--- src/rtl/fetch_queue_if.sv ---
// Fetch-queue signal bundle: instruction-memory request/response, PC-select
// control and the decode-side valid/ready handshake.
interface fetch_queue_if;
    logic        imem_req;
    logic [31:0] imem_addr;
    logic [31:0] imem_rdata;
    logic        redirect;
    logic [31:0] redirect_pc;
    logic        halt;
    logic        out_valid;
    logic        out_ready;
    logic [31:0] out_ins;
    logic [31:0] out_pc;
    logic [31:0] out_pcp4;
    logic [2:0]  count;

    modport master (
        output imem_req, imem_addr, out_valid, out_ins, out_pc, out_pcp4, count,
        input  imem_rdata, redirect, redirect_pc, halt, out_ready
    );

    modport slave (
        input  imem_req, imem_addr, out_valid, out_ins, out_pc, out_pcp4, count,
        output imem_rdata, redirect, redirect_pc, halt, out_ready
    );
endinterface

--- src/rtl/fetch_queue.sv ---
// Instruction-fetch front end: drives a 1-cycle imem, buffers returned words
// with their PC in a small FIFO, and flushes/restarts on redirect.
module fetch_queue #(
    parameter int          DEPTH = 2,
    parameter logic [31:0] ENTRY = 32'h0040_0000
) (
    input logic           clk,
    input logic           rst,
    fetch_queue_if.master fq
);
    localparam int PW = (DEPTH > 2) ? 2 : 1;

    typedef enum logic [1:0] {BOOT, RUN, HALT} state_e;

    state_e        state_q, state_d;
    logic [31:0]   pc_q, pc_d, ipc_q;
    logic          inflight_q;
    logic [2:0]    count_q, count_d;
    logic [PW-1:0] head_q, head_d, tail_q, tail_d;
    logic [31:0]   ins_mem [DEPTH];
    logic [31:0]   pc_mem  [DEPTH];
    logic          req, pop, push, nonempty, valid;
    int            occ;

    function automatic logic [PW-1:0] inc(input logic [PW-1:0] p);
        return (p == PW'(DEPTH - 1)) ? '0 : p + PW'(1);
    endfunction

    always_ff @(posedge clk or posedge rst) begin
        if (rst) state_q <= BOOT;
        else     state_q <= state_d;
    end

    always_comb begin
        state_d = state_q;
        case (state_q)
            BOOT:    state_d = RUN;
            RUN:     if (fq.halt && !fq.redirect) state_d = HALT;
            HALT:    if (fq.redirect || !fq.halt) state_d = RUN;
            default: state_d = BOOT;
        endcase
    end

    // Occupancy counts the outstanding response so a full FIFO never overflows.
    always_comb begin
        occ = int'(count_q) + int'(inflight_q) - int'(pop);
        req = (state_q == RUN) && !fq.halt && !fq.redirect && (occ < DEPTH);
    end

    always_comb begin
        nonempty = (count_q != 3'd0);
        valid    = nonempty && !fq.redirect;
        pop      = valid && fq.out_ready;
        push     = inflight_q && !fq.redirect;
        pc_d     = pc_q;
        count_d  = count_q + {2'b0, push} - {2'b0, pop};
        head_d   = pop  ? inc(head_q) : head_q;
        tail_d   = push ? inc(tail_q) : tail_q;
        if (req) pc_d = pc_q + 32'd4;
        if (fq.redirect) begin
            pc_d    = fq.redirect_pc & ~32'h3;
            count_d = '0;
            head_d  = '0;
            tail_d  = '0;
        end
    end

    always_ff @(posedge clk or posedge rst) begin
        if (rst) begin
            pc_q       <= ENTRY;
            ipc_q      <= '0;
            inflight_q <= 1'b0;
            count_q    <= '0;
            head_q     <= '0;
            tail_q     <= '0;
        end else begin
            pc_q       <= pc_d;
            inflight_q <= req;
            if (req) ipc_q <= pc_q;
            count_q    <= count_d;
            head_q     <= head_d;
            tail_q     <= tail_d;
        end
    end

    always_ff @(posedge clk) begin
        if (push) begin
            ins_mem[tail_q] <= fq.imem_rdata;
            pc_mem[tail_q]  <= ipc_q;
        end
    end

    assign fq.imem_req  = req;
    assign fq.imem_addr = pc_q;
    assign fq.out_valid = valid;
    assign fq.out_ins   = nonempty ? ins_mem[head_q] : 32'd0;
    assign fq.out_pc    = nonempty ? pc_mem[head_q] : 32'd0;
    assign fq.out_pcp4  = nonempty ? pc_mem[head_q] + 32'd4 : 32'd0;
    assign fq.count     = count_q;
endmodule
--- src/flat_wrapper.sv ---
// flat-port wrapper written by rule: the top's interface ports become plain ports
module fetch_queue_flat 
#(
    parameter int          DEPTH = 2,
    parameter logic [31:0] ENTRY = 32'h0040_0000
)
  (clk, rst, fq_imem_req, fq_imem_addr, fq_out_valid, fq_out_ins, fq_out_pc, fq_out_pcp4, fq_count, fq_imem_rdata, fq_redirect, fq_redirect_pc, fq_halt, fq_out_ready);
  fetch_queue_if fq_i ();
  input logic clk;
  input logic rst;
  output wire logic [$bits(fq_i.imem_req)-1:0] fq_imem_req;
  output wire logic [$bits(fq_i.imem_addr)-1:0] fq_imem_addr;
  output wire logic [$bits(fq_i.out_valid)-1:0] fq_out_valid;
  output wire logic [$bits(fq_i.out_ins)-1:0] fq_out_ins;
  output wire logic [$bits(fq_i.out_pc)-1:0] fq_out_pc;
  output wire logic [$bits(fq_i.out_pcp4)-1:0] fq_out_pcp4;
  output wire logic [$bits(fq_i.count)-1:0] fq_count;
  input wire logic [$bits(fq_i.imem_rdata)-1:0] fq_imem_rdata;
  input wire logic [$bits(fq_i.redirect)-1:0] fq_redirect;
  input wire logic [$bits(fq_i.redirect_pc)-1:0] fq_redirect_pc;
  input wire logic [$bits(fq_i.halt)-1:0] fq_halt;
  input wire logic [$bits(fq_i.out_ready)-1:0] fq_out_ready;
  assign fq_imem_req = fq_i.imem_req;
  assign fq_imem_addr = fq_i.imem_addr;
  assign fq_out_valid = fq_i.out_valid;
  assign fq_out_ins = fq_i.out_ins;
  assign fq_out_pc = fq_i.out_pc;
  assign fq_out_pcp4 = fq_i.out_pcp4;
  assign fq_count = fq_i.count;
  assign fq_i.imem_rdata = fq_imem_rdata;
  assign fq_i.redirect = fq_redirect;
  assign fq_i.redirect_pc = fq_redirect_pc;
  assign fq_i.halt = fq_halt;
  assign fq_i.out_ready = fq_out_ready;
  fetch_queue #(.DEPTH(DEPTH), .ENTRY(ENTRY)) u_core (.clk(clk), .rst(rst), .fq(fq_i));
endmodule
--- config.mk ---
export PLATFORM = sky130hd
export DESIGN_NAME = fetch_queue_flat
export DESIGN_NICKNAME = d
export VERILOG_FILES = /design/src/rtl/fetch_queue_if.sv /design/src/rtl/fetch_queue.sv /design/src/flat_wrapper.sv
export SDC_FILE = /design/constraint.sdc
export NUM_CORES = 1
export LEC_CHECK = 0
export ABC_AREA = 1
export CORE_UTILIZATION = 30
export DETAILED_ROUTE_END_ITERATION = 10
export GPL_ROUTABILITY_DRIVEN = 0
export HOLD_SLACK_MARGIN = 0.15
export PLACE_DENSITY = 0.51
export SLEW_MARGIN = 5
export SYNTH_ARGS = -nofsm -noshare
export SYNTH_HDL_FRONTEND = slang
export SYNTH_SLANG_ARGS = --single-unit
--- constraint.sdc ---
create_clock -name clk -period 11.6 [get_ports clk]
set_input_delay 1.16 -clock clk [delete_from_list [all_inputs] [get_ports clk]]
set_output_delay 1.16 -clock clk [all_outputs]
set_load 0.01 [all_outputs]
======== Word-level counts from Yosys, hierarchy flattened ========
Memory sizes are Yosys's and may differ from the RTL's.
Index checks and enable logic that the tools add are counted.
cells by class
  eq/ne operators ......................... 4
  add/sub/neg operators ................... 8
  $lt $le $gt $ge ......................... 1
  reductions and logical operators ........ 16
  multiplexer cells ....................... 17
operator list
  kind                                                   number
  two-way mux 32 bit                                     5
  adder 32 x 3 -> 32 bit, second input constant          2
  < comparator 32 x 3 -> 1 bit, second input constant    1
  subtractor 32 x 2 -> 32 bit                            1
  two-way mux 1 bit                                      8
  logical AND 1 bit                                      7
  case mux 2 bit (3 select lines)                        1
  nonzero test 2 bit                                     3
  adder 3 x 1 -> 4 bit                                   1
  two-way mux 2 bit                                      2
  inequality test 2 x 1 -> 1 bit, second input constant  2
  adder 3 x 1 -> 3 bit                                   1
  two-way mux 3 bit                                      1
  nonzero test 3 bit                                     1
  subtractor 3 x 1 -> 3 bit                              1
  adder 1 bit, second input constant                     2
  == test 2 x 1 -> 1 bit, second input constant          1
  == test 2 bit, second input constant                   1
  logical NOT 1 bit                                      2
  logical NOT 2 bit                                      1
  AND reduction 2 bit                                    1
  logical OR 1 bit                                       1
storage, ports and cells
  input port bits ......................... 69
  memories ................................ 2
  bits in writable memories ............... 128
  output and inout bits ................... 133
  register bits after elaboration ......... 72
memory list
  memory          words  width  read ports  clocked after memory_dff  write ports  RTL line           text
  u_core.ins_mem  2      32     1           0                         1            fetch_queue.sv:20  logic [31:0] ins_mem [DEPTH];
  u_core.pc_mem   2      32     1           0                         1            fetch_queue.sv:21  logic [31:0] pc_mem [DEPTH];

======== Depth between registers and ports, before layout ========
Gate-level depths: netlist of the first run.
  depth in word-level cells ............... 8
  gate-level depth with buffers ........... 19
  gate-level depth less buffers ........... 18

======== Worst setup path after synthesis of the first run ========
OpenSTA, ideal clock, no wires.
  path kind ............................... input -> register
  start ................................... in fq_redirect
  end ..................................... mem u_core.ins_mem[0][0] (enable)
  buffers on the path ..................... 1
  path slack .............................. 7005 ps
  required time ........................... 11118 ps
  arrival ................................. 4112 ps
  cell stages on the path ................. 4
  cell sequence ........................... buf_2 -> nor2_1 -> inv_1 -> nor2_1
on the way
  word-level cells in the longest chain between the ends .. 4
ends and longest elaborated chain
  element                                  RTL line            text
  start: declaration                       flat_wrapper.sv:19  input wire logic [$bits(fq_i.redirect)-1:0] fq_redirect;
  logical NOT 1 bit                        fetch_queue.sv:54   push = inflight_q && !fq.redirect;
  logical AND 1 bit                        fetch_queue.sv:54
  two-way mux 1 bit                        fetch_queue.sv:87   if (push) begin
  two-way mux 1 bit (implied by the code)  fetch_queue.sv:88   ins_mem[tail_q] <= fq.imem_rdata;
  end: declaration                         fetch_queue.sv:20
Every way passes these cells.

======== Worst setup path after layout of the first run ========
  start ................................... in fq_redirect
  end ..................................... out fq_imem_req
on the way
  word-level cells in the longest chain between the ends .. 6
  elaborated cells between the ends (all ways) .. 7
ends and longest elaborated chain
  element                       RTL line                              text
  logical NOT 1 bit (*)         fetch_queue.sv:47, fetch_queue.sv:52
  logical AND 1 bit             fetch_queue.sv:52                     valid = nonempty && !fq.redirect;
  logical AND 1 bit             fetch_queue.sv:53                     pop = valid && fq.out_ready;
  subtractor 32 x 2 -> 32 bit   fetch_queue.sv:46                     occ = int'(count_q) + int'(inflight_q) - int'(pop);
  < comparator 32 x 3 -> 1 bit  fetch_queue.sv:47                     req = (state_q == RUN) && !fq.halt && !fq.redirect && (occ < DEPTH);
  logical AND 1 bit (*)         fetch_queue.sv:47
  end: declaration              flat_wrapper.sv:11                    output wire logic [$bits(fq_i.imem_req)-1:0] fq_imem_req;
Mark *: on every way between the ends. The rest lies on a longest branch, timed or not.

==> results of run 1 <==
final cells by class:
cell class	count	area, µm²	share of cell area [%]
multi-input cells	922	4061	30.80
flip-flops and latches	192	5428	41.16
clock buffers	17	425.4	3.226
repair buffers	201	1992	15.11
well taps	448	560.5	4.251
clock inverters	15	166.4	1.262
inverters	146	553.0	4.194
flip-flops by register name (all words and copies together), names as in the netlist:
signal,cells
u_core.fq.count,3
u_core.fq.imem_addr,30
u_core.head_q,1
u_core.inflight_q,1
u_core.ins_mem,64
u_core.ipc_q,30
u_core.pc_mem,60
u_core.state_q,2
u_core.tail_q,1
kinds of logic after synthesis:
| group | after synthesis | synth area share, % |
|---|---|---|
| flip-flops | 192 | 52.60 |
| XOR/XNOR | 15 | 1.273 |
| adder cells (fa/ha/maj) | 10 | 1.285 |
| other | 1 | 0.03635 |
| buffers and inverters | 198 | 8.368 |
| AO/OA/AOI/OAI | 51 | 2.874 |
| AND/OR/NAND/NOR | 840 | 33.57 |
through the flow:
step / cells / hold WS [ns] / total power, W
finish: 1941 / 0.4737 / 0.002918
global route: 1941 / 0.4925 / 0.003133
CTS: 1941 / 0.4753 / 0.002969
detailed placement: 1909 / 0.4555 / 0.002369
global placement: 1909 / 0.4502 / 0.002360
floorplan: 1312 / 0.4424 / 0.001718
cells in the mapped netlist (all sizes together):
| cell type | count | share of area, % |
|---|---|---|
| o21bai | 1 | 0.073 |
| conb | 1 | 0.036 |
| nor4 | 1 | 0.061 |
| xnor2 | 4 | 0.34 |
| ha | 9 | 1.1 |
| xor2 | 11 | 0.93 |
| a21oi | 5 | 0.24 |
| clkbuf | 22 | 0.80 |
| inv | 146 | 5.4 |
| fa | 1 | 0.19 |
| dfrtp | 67 | 16 |
| nand2 | 628 | 24 |
| nand3 | 64 | 3.2 |
| o21ai | 43 | 2.4 |
| nor3b | 1 | 0.12 |
| dfstp | 1 | 0.25 |
| edfxtp | 124 | 36 |
| nor3 | 3 | 0.19 |
| nand4 | 4 | 0.24 |
| nor2 | 139 | 6.0 |
| o31ai | 2 | 0.15 |
| buf | 30 | 2.2 |
power groups by stage:
stage | sequential (W) | clock [W] | combinational, W
after floorplan | 0.000962 | 0 | 0.000756
after global placement | 0.000987 | 0 | 0.00137
after detailed placement | 0.000990 | 0 | 0.00138
after CTS | 0.000977 | 0.000610 | 0.00138
after global routing | 0.000994 | 0.000632 | 0.00151
final | 0.000977 | 0.000588 | 0.00135
worst register-to-register path, stage by stage, from the launching register on:
cell and delay [ns]:
dfrtp_1 0.42, ha_1 0.24, ha_1 0.22, inv_1 0.08
nand2_1 0.05, nand2_1 0.08, nand2_1 0.06, nor2_1 0.10
ha_1 0.23, nand2_1 0.06, inv_1 0.03, nand2_1 0.05
nor2_1 0.03, o21ai_1 0.07, nand2_1 0.08, nand2_2 0.05
buf_4 0.60, nand2_1 0.91, nand2_1 0.28, nand2_1 0.08
per-layer routing:
| layer | up-vias | wire length (µm) |
|---|---|---|
| met2 | 249 | 12220 |
| met4 | 0 | 304 |
| met1 | 3794 | 14120 |
| met5 | - | 0 |
| li1 | 4376 | - |
| met3 | 21 | 1306 |
final timing paths:
path,startpoint,endpoint,slack [ns],cells past startpoint
worst max-delay path,fq_redirect,fq_imem_req,5.80,16
worst min-delay path,u_core.ipc_q[13],u_core.pc_mem[1][13],0.47,0
worst max register to register,u_core.fq.count[0],u_core.fq.imem_addr[5],7.76,19
worst min register to register,u_core.ipc_q[13],u_core.pc_mem[1][13],0.47,0
max in group asynchronous,rst,u_core.head_q,9.63,3
min in group asynchronous,rst,u_core.state_q[0],1.28,3
==> impl_metrics.env, run 1 <==
export IMPL_grt_max_degree=82
export IMPL_tightest_slew_ns=1.122
export IMPL_cp_end_kind="output port"
export IMPL_cts_root_buffer="clkbuf_16"
export IMPL_cp_arrival_ns=4.64
export IMPL_ys_warnings_count=0
export IMPL_swShare_pct=40.84
export IMPL_critPathKind="primary input to output port"
export IMPL_start_kind="primary input"
export IMPL_synth_cells=1307
export IMPL_cp_top_family="buffers and inverters"
export IMPL_io_pins=202
export IMPL_leakage_nw=5.941
export IMPL_diodes=0
export IMPL_drt_iter0_drc=488
export IMPL_cts_tree="built"
export IMPL_drv_cap=0
export IMPL_remaining_drc_errors=0
export IMPL_antenna_found_initial=0
export IMPL_skew_ns=0.007664
export IMPL_tns_ns=0
export IMPL_max_stage_delay_ns=0.62
export IMPL_dpl_cell_area_um2=12590
export IMPL_crit_required_ns=10.44
export IMPL_switchingPower_w=0.001192
export IMPL_fin_ws_ns=5.800
export IMPL_cts_clk_slew_worst_paths_ns=0.07
export IMPL_drive_gt1_share_pct=7.301
export IMPL_mostFrequentLayoutCells="nand2_1 (594), clkdlybuf4s50_1 (193), inv_1 (138)"
export IMPL_pwr_share_clk_pct=20.2
export IMPL_cts_hold_buf=0
export IMPL_finalCritPeriodShare_pct=50.00
export IMPL_drv_slew=0
export IMPL_grt_pass1_wl_um=44460
export IMPL_hold_violations=0
export IMPL_core_um2=33700
export IMPL_rows=67
export IMPL_die_w_um=187.5
export IMPL_path_buf_inv=8
export IMPL_rsz0062_at_grt="no"
export IMPL_fillers=3485
export IMPL_area_delta_synth_final_pct=27.81
export IMPL_layout_nets=1559
export IMPL_detail_route_antenna_nets=0
export IMPL_outcome="finished, final reports clean"
export IMPL_avgSynthCellArea_um2=7.894
export IMPL_grt_pass1_vias=8060
export IMPL_first_pass_iters=5
export IMPL_final_common_cell="nand2_1"
export IMPL_dp_hpwl_um=19090
export IMPL_max_vdd_ir_drop_v=0.0001465
export IMPL_globalRouteTotalUtil_pct=16.17
export IMPL_hp_class="register to register"
export IMPL_p_comb_share_pct=46.4
export IMPL_powerDensity_nw_per_um2=221.3
export IMPL_grt_overflow_total=0
export IMPL_cts_path_max_buffers=2
export IMPL_crit_fanout=81
export IMPL_wirelength_um=27950
export IMPL_synth_seq_cells=192
export IMPL_synth_cell_area_um2=10320
export IMPL_fin_area_um2=13190
export IMPL_cts_resized=0
export IMPL_vias_per_cell=4.348
export IMPL_seqPwrFrac_pct=33.5
export IMPL_yosys_cell_types_count=37
export IMPL_worstSkewPairLatency_ns=0.43
export IMPL_cts_htree_levels=4
export IMPL_fmax_mhz=172.4
export IMPL_met3_usage_pct=2.964
export IMPL_grt_use_met2_pct=25.05
export IMPL_start_util_pct=30.62
export IMPL_gr_usage_met1_pct=23.30
export IMPL_wl_per_cell_um=14.40
export IMPL_postCtsSetupRepairBufs=0
export IMPL_finish_utilization_pct=39.13
export IMPL_slew_headroom_pct=25.05
export IMPL_portBuffers=193
export IMPL_die_area_um2=35140
export IMPL_cellInternalPower_w=0.001726
export IMPL_clock_sinks=192
export IMPL_vias=8440
export IMPL_path_cells="clkdlybuf4s50_1 -> buf_4 -> inv_1 -> nand4_1 -> inv_1 -> ha_1 -> nand2_1 -> inv_1 -> nand2_1 -> nor2_1 -> o21ai_1 -> nand2_1 -> nand2_2 -> buf_4 -> inv_1 -> clkdlybuf4s50_1"
export IMPL_seq_area_frac_synth_pct=52.60
export IMPL_numCtsBuffers=17
export IMPL_dp_slack_ns=5.758
export IMPL_cp_common_cell="inv_1"
export IMPL_crit_slowest_cell="clkdlybuf4s50_1"
export IMPL_period_needed_ns=5.800
export IMPL_setup_violations=0
export IMPL_grt_busiest_layer="met2"
export IMPL_chipHeight_um=187.5
Note: power is estimated with default switching activity, not from simulation.
==> run 2, diff against run 1 <==
- PLACE_DENSITY: 0.51 -> 0.53
- clock period: 11.6 -> 5.2 ns (I/O delays scaled with it)
==> run 2 against run 1 <==
  * Clock skew up 0.0079 ns
  * Global-route usage up 0.14 points
  * Largest cell class unchanged
  * Combinational power up 120%
==> impl_metrics.env, run 2 (synthesis results as in run 1) <==
export IMPL_outcome="finished, final reports clean"
export IMPL_drv_slew=0
export IMPL_r2r_slack_ns=2.16
export IMPL_grt_pass1_vias=8148
export IMPL_min_from="u_core.ipc_q[15]"
export IMPL_start_util_pct=30.62
export IMPL_cp_common_cell="nand2_1"
export IMPL_drt_iter0_drc=608
export IMPL_detail_route_antenna_nets=0
export IMPL_clock_sinks=192
export IMPL_regMostFlops="u_core.ins_mem"
export IMPL_largest_register_ffs=64
export IMPL_die_w_um=187.5
export IMPL_setup_violations=0
export IMPL_chipHeight_um=187.5
export IMPL_cts_hold_buf=0
export IMPL_io_pins=202
export IMPL_cts_htree_levels=4
export IMPL_worstSkewPairLatency_ns=0.44
export IMPL_die_area_um2=35140
export IMPL_grt_overflow_total=0
export IMPL_cp_arrival_ns=3.59
export IMPL_finalCritPeriodShare_pct=79.07
export IMPL_leakage_nw=5.954
export IMPL_portBuffers=193
export IMPL_tightest_slew_ns=0.9286
export IMPL_wirelength_um=27940
export IMPL_tns_ns=0
export IMPL_rsz0062_at_grt="no"
export IMPL_cts_root_buffer="clkbuf_16"
export IMPL_fin_hold_ws_ns=0.4722
export IMPL_drive_gt1_share_pct=7.482
export IMPL_remaining_drc_errors=0
export IMPL_crit_slowest_cell="dfrtp_2"
export IMPL_skew_ns=0.01557
export IMPL_postCtsSetupRepairBufs=0
export IMPL_cts_resized=0
export IMPL_wl_per_cell_um=14.37
export IMPL_r2r_cells=18
export IMPL_max_vdd_ir_drop_v=0.0002749
export IMPL_hold_violations=0
export IMPL_cts_tree="built"
export IMPL_path_cells="inv_6 -> nand2_1 -> nand2_1 -> ha_1 -> nand2_1 -> nor2_4 -> nand2_2 -> nor2_2 -> nand2_1 -> nand2_1 -> nand2_1 -> nor2_1 -> clkdlybuf4s50_1"
export IMPL_hp_class="register to register"
export IMPL_hold_end="u_core.pc_mem[0][15]"
export IMPL_reg_top3="u_core.ins_mem (64), u_core.pc_mem (60)"
export IMPL_globalRouteTotalUtil_pct=16.31
export IMPL_grt_max_degree=69
export IMPL_area_delta_synth_final_pct=28.20
export IMPL_max_stage_delay_ns=0.58
export IMPL_mostFrequentLayoutCells="nand2_1 (594), clkdlybuf4s50_1 (193), inv_1 (138)"
export IMPL_slew_headroom_pct=38.02
export IMPL_rows=67
export IMPL_powerDensity_nw_per_um2=494.1
export IMPL_fmax_mhz=243.2
export IMPL_cp_end_kind="output port"
export IMPL_antenna_found_initial=0
export IMPL_crit_required_ns=4.68
export IMPL_cts_path_max_buffers=2
export IMPL_r2r_start="u_core.fq.count[0]"
export IMPL_period_needed_ns=4.112
export IMPL_diodes=0
export IMPL_drv_cap=0
export IMPL_cts_clk_slew_worst_paths_ns=0.07
export IMPL_core_um2=33700
export IMPL_crit_fanout=58
export IMPL_start_kind="register"
export IMPL_vias=8611
export IMPL_grt_pass1_wl_um=45040
export IMPL_vias_per_cell=4.427
export IMPL_critPathKind="register to output port"
export IMPL_layout_nets=1563
export IMPL_final_common_cell="nand2_1"
export IMPL_r2r_end="u_core.ipc_q[5]"
export IMPL_dp_hpwl_um=19720
export IMPL_numCtsBuffers=17
export IMPL_first_pass_iters=5
export IMPL_hold_path_depth=0
-- run 2: cell count changes in the layout (fill, tap and decap cells not counted), moves of 2 or more --
cell,before,now
buf_4,8,12
inv_6,6,3
clkinvlp_4,0,3
inv_8,2,4
clkinv_2,2,0
-- run 2: metal layers --
layer / wire length [µm] / share of wire [%] / global-route usage, %
met5: 0 / 0 / 0
met4: 340 / 1.2 / 4.096
met3: 1394 / 5.0 / 2.758
met2: 12250 / 44 / 24.88
met1: 13960 / 50 / 23.85
-- run 2: metrics by stage --
stage                     total power (W)  instance area (µm²)  utilization, %  instances  setup WS [ns]
after floorplan                  0.003833                10340               -       1312          1.245
after global placement           0.005255                12620           37.46       1913          1.482
after detailed placement         0.005283                12620           37.46       1913          1.471
after CTS                        0.006638                13230           39.25       1945          1.000
after global routing             0.007027                13230           39.25       1945         0.7501
final                            0.006536                13230           39.25       1945          1.088
-- run 2: area by class of cell --
type                            count  area (µm²)
Inverter                          146       553.0
Fill cell                        3500       20470
Clock inverter                     14       172.7
Sequential cell                   192        5428
Clock buffer                       18       429.2
Timing Repair Buffer              205        2022
Tap cell                          448       560.5
Multi-Input combinational cell    922        4061
-- run 2: worst max-delay path, delay by kind of cell (launching register included) --
| kind | cells | cell delay (ns) |
|---|---|---|
| adder cells (fa/ha/maj) | 1 | 0.29 |
| AND/OR/NAND/NOR | 10 | 1.26 |
| flip-flops | 1 | 0.58 |
| buffers and inverters | 2 | 1.01 |
-- run 2: where the power goes --
group          total, W  switching [W]  internal [W]
clock network   0.00134       0.000645      0.000690
logic           0.00300        0.00172       0.00127
registers       0.00220       0.000273       0.00193
total           0.00654        0.00264       0.00389
-- run 2: worst max path at each step --
| stage | depth (start not counted) | endpoint | startpoint | slack [ns] |
|---|---|---|---|---|
| after floorplan | 4 | u_core.ins_mem[0][0] | fq_redirect | 1.25 |
| after global placement | 13 | fq_out_pcp4[28] | u_core.head_q | 1.48 |
| after detailed placement | 13 | fq_out_pcp4[28] | u_core.head_q | 1.47 |
| after CTS | 13 | fq_out_pcp4[28] | u_core.head_q | 1.00 |
| after global routing | 13 | fq_out_pcp4[28] | u_core.head_q | 0.75 |
| final | 13 | fq_out_pcp4[28] | u_core.head_q | 1.09 |
